**src/rtl/alu_exec_unit.sv**
```systemverilog
`default_nettype none
// ============================================================================
// Module  : alu_exec_unit
// Brief   : Execute-stage ALU with valid/ready handshakes. Defining
//           ALU_M_EXT_EN adds iterative RV-M multiply/divide.
// Rev     : 1.0  initial release
// ============================================================================

module alu_exec_unit #(
    parameter int XLEN = 32
) (
    input  logic            clk,
    input  logic            rst_n,
    input  logic            in_valid,
    output logic            in_ready,
    input  logic            opcodeb5,
    input  logic [1:0]      ALU_op,
    input  logic [2:0]      funct3,
    input  logic            funct7b5,
    input  logic            funct7b0,
    input  logic [XLEN-1:0] src_a,
    input  logic [XLEN-1:0] src_b,
    output logic            out_valid,
    input  logic            out_ready,
    output logic [XLEN-1:0] result,
    output logic            zero,
    output logic            illegal
);

    localparam int SHW = $clog2(XLEN);

    typedef enum logic [1:0] {
        S_IDLE = 2'd0,
        S_ITER = 2'd1,
        S_FIN  = 2'd2,
        S_DONE = 2'd3
    } state_t;

    state_t          r_state;
    logic [XLEN-1:0] r_result;
    logic            r_zero;
    logic            r_illegal;

    logic            w_accept;
    logic            w_alt;
    logic [SHW-1:0]  w_shamt;
    logic [XLEN-1:0] w_base;
    logic [XLEN-1:0] w_acc_res;
    logic            w_acc_ill;

    // Held off during reset so nothing is accepted before the state is known.
    assign in_ready  = rst_n && ((r_state == S_IDLE) || ((r_state == S_DONE) && out_ready));
    assign w_accept  = in_valid && in_ready;
    assign out_valid = (r_state == S_DONE);
    assign result    = r_result;
    assign zero      = r_zero;
    assign illegal   = r_illegal;

    assign w_alt     = funct7b5 && opcodeb5;
    assign w_shamt   = src_b[SHW-1:0];
    assign w_acc_ill = (ALU_op == 2'b11);

    always_comb begin
        w_base = '0;
        case (ALU_op)
            2'b00: w_base = src_a + src_b;
            2'b01: w_base = src_a - src_b;
            2'b10: begin
                case (funct3)
                    3'd0: w_base = w_alt ? (src_a - src_b) : (src_a + src_b);
                    3'd1: w_base = src_a << w_shamt;
                    3'd2: w_base = {{(XLEN-1){1'b0}}, ($signed(src_a) < $signed(src_b))};
                    3'd3: w_base = {{(XLEN-1){1'b0}}, (src_a < src_b)};
                    3'd4: w_base = src_a ^ src_b;
                    3'd5: w_base = w_alt ? $unsigned($signed(src_a) >>> w_shamt)
                                         : (src_a >> w_shamt);
                    3'd6: w_base = src_a | src_b;
                    default: w_base = src_a & src_b;
                endcase
            end
            default: w_base = '0;
        endcase
    end

`ifdef ALU_M_EXT_EN
    logic [2*XLEN-1:0] r_acc;
    logic [XLEN-1:0]   r_opnd;
    logic [SHW-1:0]    r_cnt;
    logic [2:0]        r_f3;
    logic              r_sa;
    logic              r_sb;

    logic              w_mop;
    logic              w_fast;
    logic              w_a_sop;
    logic              w_b_sop;
    logic              w_sa;
    logic              w_sb;
    logic              w_b_zero;
    logic              w_ovf;
    logic [XLEN-1:0]   w_mag_a;
    logic [XLEN-1:0]   w_mag_b;
    logic [XLEN-1:0]   w_fast_res;
    logic [XLEN-1:0]   w_hi;
    logic [XLEN-1:0]   w_lo;
    logic [XLEN-1:0]   w_quo;
    logic [XLEN-1:0]   w_rmd;
    logic [XLEN-1:0]   w_fin;
    logic [XLEN:0]     w_sum;
    logic [XLEN:0]     w_rem_sh;
    logic [XLEN:0]     w_diff;
    logic [2*XLEN-1:0] w_step;
    logic [2*XLEN-1:0] w_prod;

    assign w_mop    = (ALU_op == 2'b10) && funct7b0 && opcodeb5;
    assign w_a_sop  = (funct3 == 3'd1) || (funct3 == 3'd2) || (funct3 == 3'd4) || (funct3 == 3'd6);
    assign w_b_sop  = (funct3 == 3'd1) || (funct3 == 3'd4) || (funct3 == 3'd6);
    assign w_sa     = w_a_sop && src_a[XLEN-1];
    assign w_sb     = w_b_sop && src_b[XLEN-1];
    assign w_mag_a  = w_sa ? -src_a : src_a;
    assign w_mag_b  = w_sb ? -src_b : src_b;

    assign w_b_zero = (src_b == '0);
    assign w_ovf    = funct3[2] && !funct3[0] && (src_a == {1'b1, {(XLEN-1){1'b0}}}) && (src_b == '1);
    assign w_fast   = w_mop && funct3[2] && (w_b_zero || w_ovf);

    always_comb begin
        w_fast_res = '0;
        if (w_b_zero)
            w_fast_res = funct3[1] ? src_a : '1;
        else
            w_fast_res = funct3[1] ? '0 : src_a;
    end

    // Both algorithms share r_acc: {partial/remainder, multiplier/quotient}.
    assign w_hi     = r_acc[2*XLEN-1:XLEN];
    assign w_lo     = r_acc[XLEN-1:0];
    assign w_sum    = {1'b0, w_hi} + (w_lo[0] ? {1'b0, r_opnd} : '0);
    assign w_rem_sh = {w_hi, w_lo[XLEN-1]};
    assign w_diff   = w_rem_sh - {1'b0, r_opnd};

    always_comb begin
        w_step = '0;
        if (r_f3[2])
            w_step = w_diff[XLEN] ? {w_rem_sh[XLEN-1:0], w_lo[XLEN-2:0], 1'b0}
                                  : {w_diff[XLEN-1:0], w_lo[XLEN-2:0], 1'b1};
        else
            w_step = {w_sum, w_lo[XLEN-1:1]};
    end

    assign w_prod = (r_sa ^ r_sb) ? -r_acc : r_acc;
    assign w_quo  = (r_sa ^ r_sb) ? -w_lo : w_lo;
    assign w_rmd  = r_sa ? -w_hi : w_hi;

    always_comb begin
        w_fin = '0;
        if (r_f3[2])
            w_fin = r_f3[1] ? w_rmd : w_quo;
        else
            w_fin = (r_f3[1:0] == 2'b00) ? w_prod[XLEN-1:0] : w_prod[2*XLEN-1:XLEN];
    end

    assign w_acc_res = w_fast ? w_fast_res : w_base;
`else
    logic w_unused_f7b0;

    assign w_unused_f7b0 = funct7b0;
    assign w_acc_res     = w_base;
`endif

    always_ff @(posedge clk or negedge rst_n) begin
        if (!rst_n) begin
            r_state   <= S_IDLE;
            r_result  <= '0;
            r_zero    <= 1'b0;
            r_illegal <= 1'b0;
`ifdef ALU_M_EXT_EN
            r_acc     <= '0;
            r_opnd    <= '0;
            r_cnt     <= '0;
            r_f3      <= '0;
            r_sa      <= 1'b0;
            r_sb      <= 1'b0;
`endif
        end else if (w_accept) begin
`ifdef ALU_M_EXT_EN
            if (w_mop && !w_fast) begin
                r_state <= S_ITER;
                r_cnt   <= SHW'(XLEN - 1);
                r_acc   <= {{XLEN{1'b0}}, w_mag_a};
                r_opnd  <= w_mag_b;
                r_f3    <= funct3;
                r_sa    <= w_sa;
                r_sb    <= w_sb;
            end else
`endif
            begin
                r_state   <= S_DONE;
                r_result  <= w_acc_res;
                r_zero    <= (w_acc_res == '0);
                r_illegal <= w_acc_ill;
            end
        end else begin
            case (r_state)
`ifdef ALU_M_EXT_EN
                S_ITER: begin
                    r_acc <= w_step;
                    if (r_cnt == '0)
                        r_state <= S_FIN;
                    else
                        r_cnt <= r_cnt - 1'b1;
                end
                S_FIN: begin
                    r_state   <= S_DONE;
                    r_result  <= w_fin;
                    r_zero    <= (w_fin == '0);
                    r_illegal <= 1'b0;
                end
`endif
                S_DONE: begin
                    if (out_ready)
                        r_state <= S_IDLE;
                end
                default: ;
            endcase
        end
    end

endmodule

`default_nettype wire

```
**config.mk**
```make
export PLATFORM = sky130hd
export DESIGN_NAME = alu_exec_unit
export DESIGN_NICKNAME = d
export VERILOG_FILES = /design/src/rtl/alu_exec_unit.sv
export SDC_FILE = /design/constraint.sdc
export NUM_CORES = 1
export LEC_CHECK = 0
export ABC_CLOCK_PERIOD_IN_PS = 2400
export CORE_MARGIN = 2
export CORE_UTILIZATION = 40
export CTS_BUF_LIST = sky130_fd_sc_hd__clkbuf_8 sky130_fd_sc_hd__clkbuf_16
export CTS_CLUSTER_DIAMETER = 40
export DETAILED_ROUTE_END_ITERATION = 6
export HOLD_SLACK_MARGIN = 0.1
export MAX_ROUTING_LAYER = met4
export PLACE_DENSITY = 0.71
export SLEW_MARGIN = 0
export SYNTH_ARGS = -nofsm -noshare
export SYNTH_HDL_FRONTEND = slang
export SYNTH_SLANG_ARGS = --single-unit
```
**constraint.sdc**
```tcl
create_clock -name clk -period 2.4 [get_ports clk]
set_clock_uncertainty 0.05 [all_clocks]
set_input_delay 0.72 -clock clk [delete_from_list [all_inputs] [get_ports clk]]
set_output_delay 0.72 -clock clk [all_outputs]
set_load 0.005 [all_outputs]
```
* Word-level counts from Yosys, hierarchy flattened
Index checks and enable logic that the tools add are counted.
** Word-level totals
- Register bits :: 36
- Input port bits :: 76
- Logic and storage cells :: 43
** Cells by class
- Add/subtract/negate cells :: 2
- $lt $le $gt $ge :: 2
- Equality and inequality tests :: 10
- Shift operators :: 3
- Multiplexer cells :: 7
- Bitwise logic cells :: 3
- Reduce and logical (&&, ||, !) cells :: 12
** Operators with widths (count)
- one-hot mux 32 bit (7 select lines) :: 1
- one-hot mux 32 bit (3 select lines) :: 1
- < comparator 32 bit :: 2
- 2-to-1 mux 32 bit :: 2
- adder 32 bit :: 1
- bitwise AND 32 bit :: 1
- zero test 32 bit :: 1
- bitwise OR 32 bit :: 1
- left shift 32 x 5 -> 32 bit :: 1
- right shift 32 x 5 -> 32 bit :: 1
- >>> shifter 32 x 5 -> 32 bit :: 1
- subtractor 32 bit :: 1
- XOR 32 bit :: 1
- == test 3 bit, second input constant :: 3
- == test 2 bit, second input constant :: 3
- == test 3 x 2 -> 1 bit, second input constant :: 2
- 2-to-1 mux 2 bit :: 3
- logical AND 1 bit :: 4
- zero test 2 bit :: 2
- nonzero test 2 bit :: 2
- == test 3 x 1 -> 1 bit, second input constant :: 1
- zero test 3 bit :: 1
- == test 2 x 1 -> 1 bit, second input constant :: 1
- AND reduction 2 bit :: 1
- logical OR 1 bit :: 1

* Longest topological paths before layout
- Depth after elaboration :: 7
- Depth in mapped cells :: 19
- Gate-level depth less buffers :: 14

* Worst setup path after synthesis
OpenSTA, ideal clock, no wires.
- Kind :: input -> register
- From :: in src_b[3]
- To :: reg r_zero (netlist: zero)
- Library setup time :: 0.103 ns
- Arrival :: 4.745 ns
- Data required time :: 2.247 ns
- Setup slack :: -2.498 ns
- Cell stages on the path :: 16
- Buffers on the path :: 4
- Cells stage by stage :: buf_2 -> inv_1 -> buf_2 -> buf_1 -> buf_1 -> ha_1 -> or4_4 -> a2111oi_4 -> o21ai_2 -> o21ai_4 -> mux2i_1 -> xor2_1 -> a221o_1 -> nor4_2 -> nand4_1 -> o41ai_2
** Between the ends
- Cells in the longest elaborated chain, start to end :: 5
- Elaborated cells between the ends (all ways) :: 15
- Those cells by class :: add/sub: 2; order compare: 2; shift: 3; mux: 4; bitwise: 3; reduce/logical: 1
** Ends and longest elaborated chain
- from (decl) :: line 22 : input logic [XLEN-1:0] src_b,
- adder 32 bit (tied with other cells) :: line 66, 70
- 2-to-1 mux 32 bit (on tied branches) :: line 70, 75
- one-hot mux 32 bit (7 select lines) :: line 69 : case (funct3)
- one-hot mux 32 bit (3 select lines) * :: line 65 : case (ALU_op)
- zero test 32 bit * :: line 200 : r_zero <= (w_acc_res == '0);
- to (signal assigned) :: line 200
- to (decl) :: line 41 : logic r_zero;
Every way passes the cells marked *; elsewhere a longest branch is shown, timed or not.
A chain may end at the register's enable or synchronous reset.

* Final worst setup path
- From :: in src_a[0]
- To :: reg r_zero (netlist: zero)
** Between the ends
- Cells in the longest elaborated chain, start to end :: 5
- Elaborated cells between the ends (all ways) :: 15
- Those cells by class :: add/sub: 2; order compare: 2; shift: 3; mux: 4; bitwise: 3; reduce/logical: 1
** Ends and longest elaborated chain
- from (decl) :: line 21 : input logic [XLEN-1:0] src_a,
- adder 32 bit (tied with other cells) :: line 66, 70
- 2-to-1 mux 32 bit (on tied branches) :: line 70, 75
- one-hot mux 32 bit (7 select lines) :: line 69
- one-hot mux 32 bit (3 select lines) * :: line 65
- zero test 32 bit * :: line 200
Marks and branches as above.

==> impl_metrics.env <==
export IMPL_areaGrowthSynthToFinish_pct=82.40
export IMPL_cts_root_buf="clkbuf_16"
export IMPL_synth_area_leaders="ha_1 10%, dfrtp_1 7.2%, a21oi_1 6.9%"
export IMPL_grt_max_degree=53
export IMPL_hold_class="flop to flop"
export IMPL_startpoint_type="input pin"
export IMPL_drive_gt1_share_pct=51.18
export IMPL_use_met3_pct=13.81
export IMPL_dp_cells=2752
export IMPL_grt_use_total_pct=48.45
export IMPL_cts_tree="yes"
export IMPL_yosysUniqueCellTypes=99
export IMPL_avgSynthCellArea_um2=7.102
export IMPL_power_leakage_uw=0.009890
export IMPL_p_per_area_nw_per_um2=345.5
export IMPL_max_stage_delay_ns=0.45
export IMPL_slew_headroom_pct=48.01
export IMPL_fin_cells=2895
export IMPL_fmax_ghz=0.2416
export IMPL_fin_crit_ns=4.140
export IMPL_synth_area_um2=12170
export IMPL_synth_seq_area_share_pct=7.195
export IMPL_rsz0062_at_grt="yes"
export IMPL_power_frac_seq_pct=10.5
export IMPL_antenna_found_initial=3
export IMPL_synth_main_ff_cell="dfrtp_1"
export IMPL_required_ns=2.53
export IMPL_cts_hold_fix_buffers=0
export IMPL_slew_violations=0
export IMPL_grt_use_met1_pct=61.71
export IMPL_die_height_um=178.5
export IMPL_violations="DRC, setup timing"
export IMPL_die_width_um=178.5
export IMPL_yosysWarnings=0
export IMPL_busiest_layer="met2"
export IMPL_cts_sinks=35
export IMPL_clk_latency_ns=0.28
export IMPL_clock_path_buffers=2
export IMPL_routedWlPerCell_um=28.05
export IMPL_hold_slack_ns=0.4305
export IMPL_status="complete, but fails checks"
export IMPL_worstSetupEndpointType="flop"
export IMPL_synth_seq_cells=35
export IMPL_finalHoldViolations=0
export IMPL_start_util_pct=40.85
export IMPL_drv_cap=0
export IMPL_fin_crit_sh_pct=172.5
export IMPL_drc=21
export IMPL_hpwl_um=59900
export IMPL_power_net_switching_uw=3513
export IMPL_core_area_um2=29800
export IMPL_grt_use_met2_pct=71.51
export IMPL_grt_ovfl_total=0
export IMPL_via_per_inst=6.636
export IMPL_p_int_uw=4159
export IMPL_postRouteAntennaNets=0
export IMPL_row_count=63
export IMPL_final_common_cell="buf_4"
export IMPL_vdd_drop_max_v=0.0002712
export IMPL_setup_slack_ns=-1.740
export IMPL_die_area_um2=31840
export IMPL_critPathSlowestCell="a2111o_1"
export IMPL_grt_pass1_vias=17850
export IMPL_switching_share_pct=45.79
export IMPL_ios=112
export IMPL_netlist_area_leader_share_pct=9.970
export IMPL_cts_made_buffers=5
export IMPL_synthArstFlopShare_pct=100.0
export IMPL_clkPwrFrac_pct=8.7
export IMPL_syn_nets=1889
export IMPL_layout_common_cells="710 x buf_4, 148 x nand2_1, 132 x a21oi_1"
export IMPL_nets=2676
export IMPL_crit_fanout=2
export IMPL_synth_top_cell_by_area="ha_1"
export IMPL_grt_pass1_wl_um=111700
export IMPL_clk_pin_slew_ns=0.06
export IMPL_synth_edf_count=0
export IMPL_timing_worst_setup_path_type="input pin to flop"
export IMPL_syn_inst=1714
export IMPL_htreeDepth=2
export IMPL_port_buffers=110
export IMPL_worstPathCellList="buf_8 -> inv_4 -> ha_4 -> fa_2 -> or2_1 -> a2111o_1 -> buf_6 -> a2111oi_4 -> buf_4 -> o22ai_2 -> xor2_1 -> a221oi_2 -> nand4b_1 -> nor4_2 -> nand4_1 -> o41ai_2"
export IMPL_setup_violations=33
export IMPL_gp_congestion=1.118
export IMPL_routed_via_count=19210
export IMPL_crit_arrival_ns=4.27
export IMPL_drtIter0Drc=2815
export IMPL_tightest_slew_ns=0.7698
export IMPL_dr_pass1_iters=7
export IMPL_pwr_share_comb_pct=80.8
export IMPL_routed_wl_um=81220
layout make-up:
cell class / count / area [µm²]
inverters: 100 / 407.9
flip-flops and latches: 35 / 875.8
well taps: 390 / 488.0
clock buffers: 6 / 138.9
multi-input cells: 1441 / 12470
diodes: 4 / 10.01
clock inverters: 1 / 5.005
repair buffers: 918 / 7810
fillers: 2254 / 7592
path summary, 6_finish.rpt:
check / to / cells past startpoint / slack, ns / startpoint
min in group asynchronous: result[26]$_DFFE_PN0P_ / 2 / 0.70 / rst_n
max in group asynchronous: result[7]$_DFFE_PN0P_ / 2 / 1.26 / rst_n
setup reg to reg: zero$_DFFE_PN0P_ / 9 / -0.07 / r_state[0]$_DFFE_PN0P_
setup / recovery: zero$_DFFE_PN0P_ / 16 / -1.74 / src_a[0]
hold reg to reg: result[8]$_DFFE_PN0P_ / 2 / 0.43 / result[8]$_DFFE_PN0P_
hold / removal: result[8]$_DFFE_PN0P_ / 2 / 0.43 / result[8]$_DFFE_PN0P_
through the flow:
stage,area (µm²),setup slack (ns),power [µW],setup TNS [ns],utilization (%)
after floorplan,12450,-1.849,3026,-35.97,-
after global placement,18430,-2.645,5547,-60.20,61.86
after detailed placement,18430,-2.705,5608,-61.36,61.86
after CTS,20460,-1.705,6865,-35.41,68.68
after global routing,22200,-1.891,7909,-38.23,74.51
final,22200,-1.740,7672,-36.63,74.52
worst max-delay path: cells and delay by family:
kind,cells,cell delay [ns]
AO/OA/AOI/OAI,5,1.54
XOR/XNOR,1,0.19
adder cells (fa/ha/maj),2,0.50
buffers and inverters,4,0.47
AND/OR/NAND/NOR,4,0.85
cell usage after synthesis, types with 7 or more instances:
master / n
o221ai_1: 13
buf_2: 28
nor3_1: 44
nand4_1: 16
xnor2_1: 35
a311oi_1: 8
o22ai_1: 43
inv_1: 91
buf_4: 9
xor2_1: 10
o31ai_1: 16
nor2_1: 143
a21o_1: 13
a22oi_1: 16
a41oi_1: 7
nand2b_1: 11
and2_1: 14
mux2_1: 9
mux2i_1: 73
o211ai_1: 23
o31a_1: 7
dfrtp_1: 35
o21bai_1: 10
nor2b_1: 19
a22o_1: 14
o21ai_1: 16
and3_1: 8
a31oi_1: 20
mux4_2: 32
clkbuf_1: 83
a211oi_1: 28
a21oi_1: 169
a221oi_1: 15
o21ai_0: 100
mux2_2: 49
nand2_1: 162
buf_1: 16
nor4_1: 18
nand3_1: 42
ha_1: 97
inv_2: 8
o21a_1: 14
cell families (layout without fill, tap and decap cells):
logic type / after synthesis / count (layout) / share of synthesized area [%]
other: 0 / 4 / 0
xor gates and xnor gates: 45 / 45 / 3.238
adders and majority gates: 99 / 99 / 10.30
and+or+nand+nor: 512 / 512 / 19.59
buffers and inverters: 238 / 1025 / 8.027
AOI/OAI and AO/OA: 622 / 622 / 34.36
DFF: 35 / 35 / 7.195
muxes: 163 / 163 / 17.29
layer usage:
metal | vias up | wire length [µm]
li1 | 8031 | -
met3 | 459 | 10800
met2 | 1620 | 33610
met1 | 9102 | 31080
met5 | - | 0
met4 | 0 | 5724
power by group through the flow:
stage	clock [µW]	combinational, µW	sequential (µW)
floorplan	0	2210	813
global placement	0	4750	800
detailed placement	0	4800	808
CTS	667	5400	801
global route	693	6400	819
finish	669	6200	804
flip-flops by register name, indices dropped and copies added (netlist names):
register and count:
result 32, illegal 1, r_state 1, zero 1
repair_timing:
| item | CTS | global route |
|---|---|---|
| setup buffers | 74 | 76 |
| resized for setup | 383 | 283 |
| hold endpoints to repair | 0 | 0 |
| cloned | 3 | 7 |
| setup endpoints to repair | 34 | 33 |
| pin swaps | 123 | 128 |
Power figures use the tool's default switching activity.
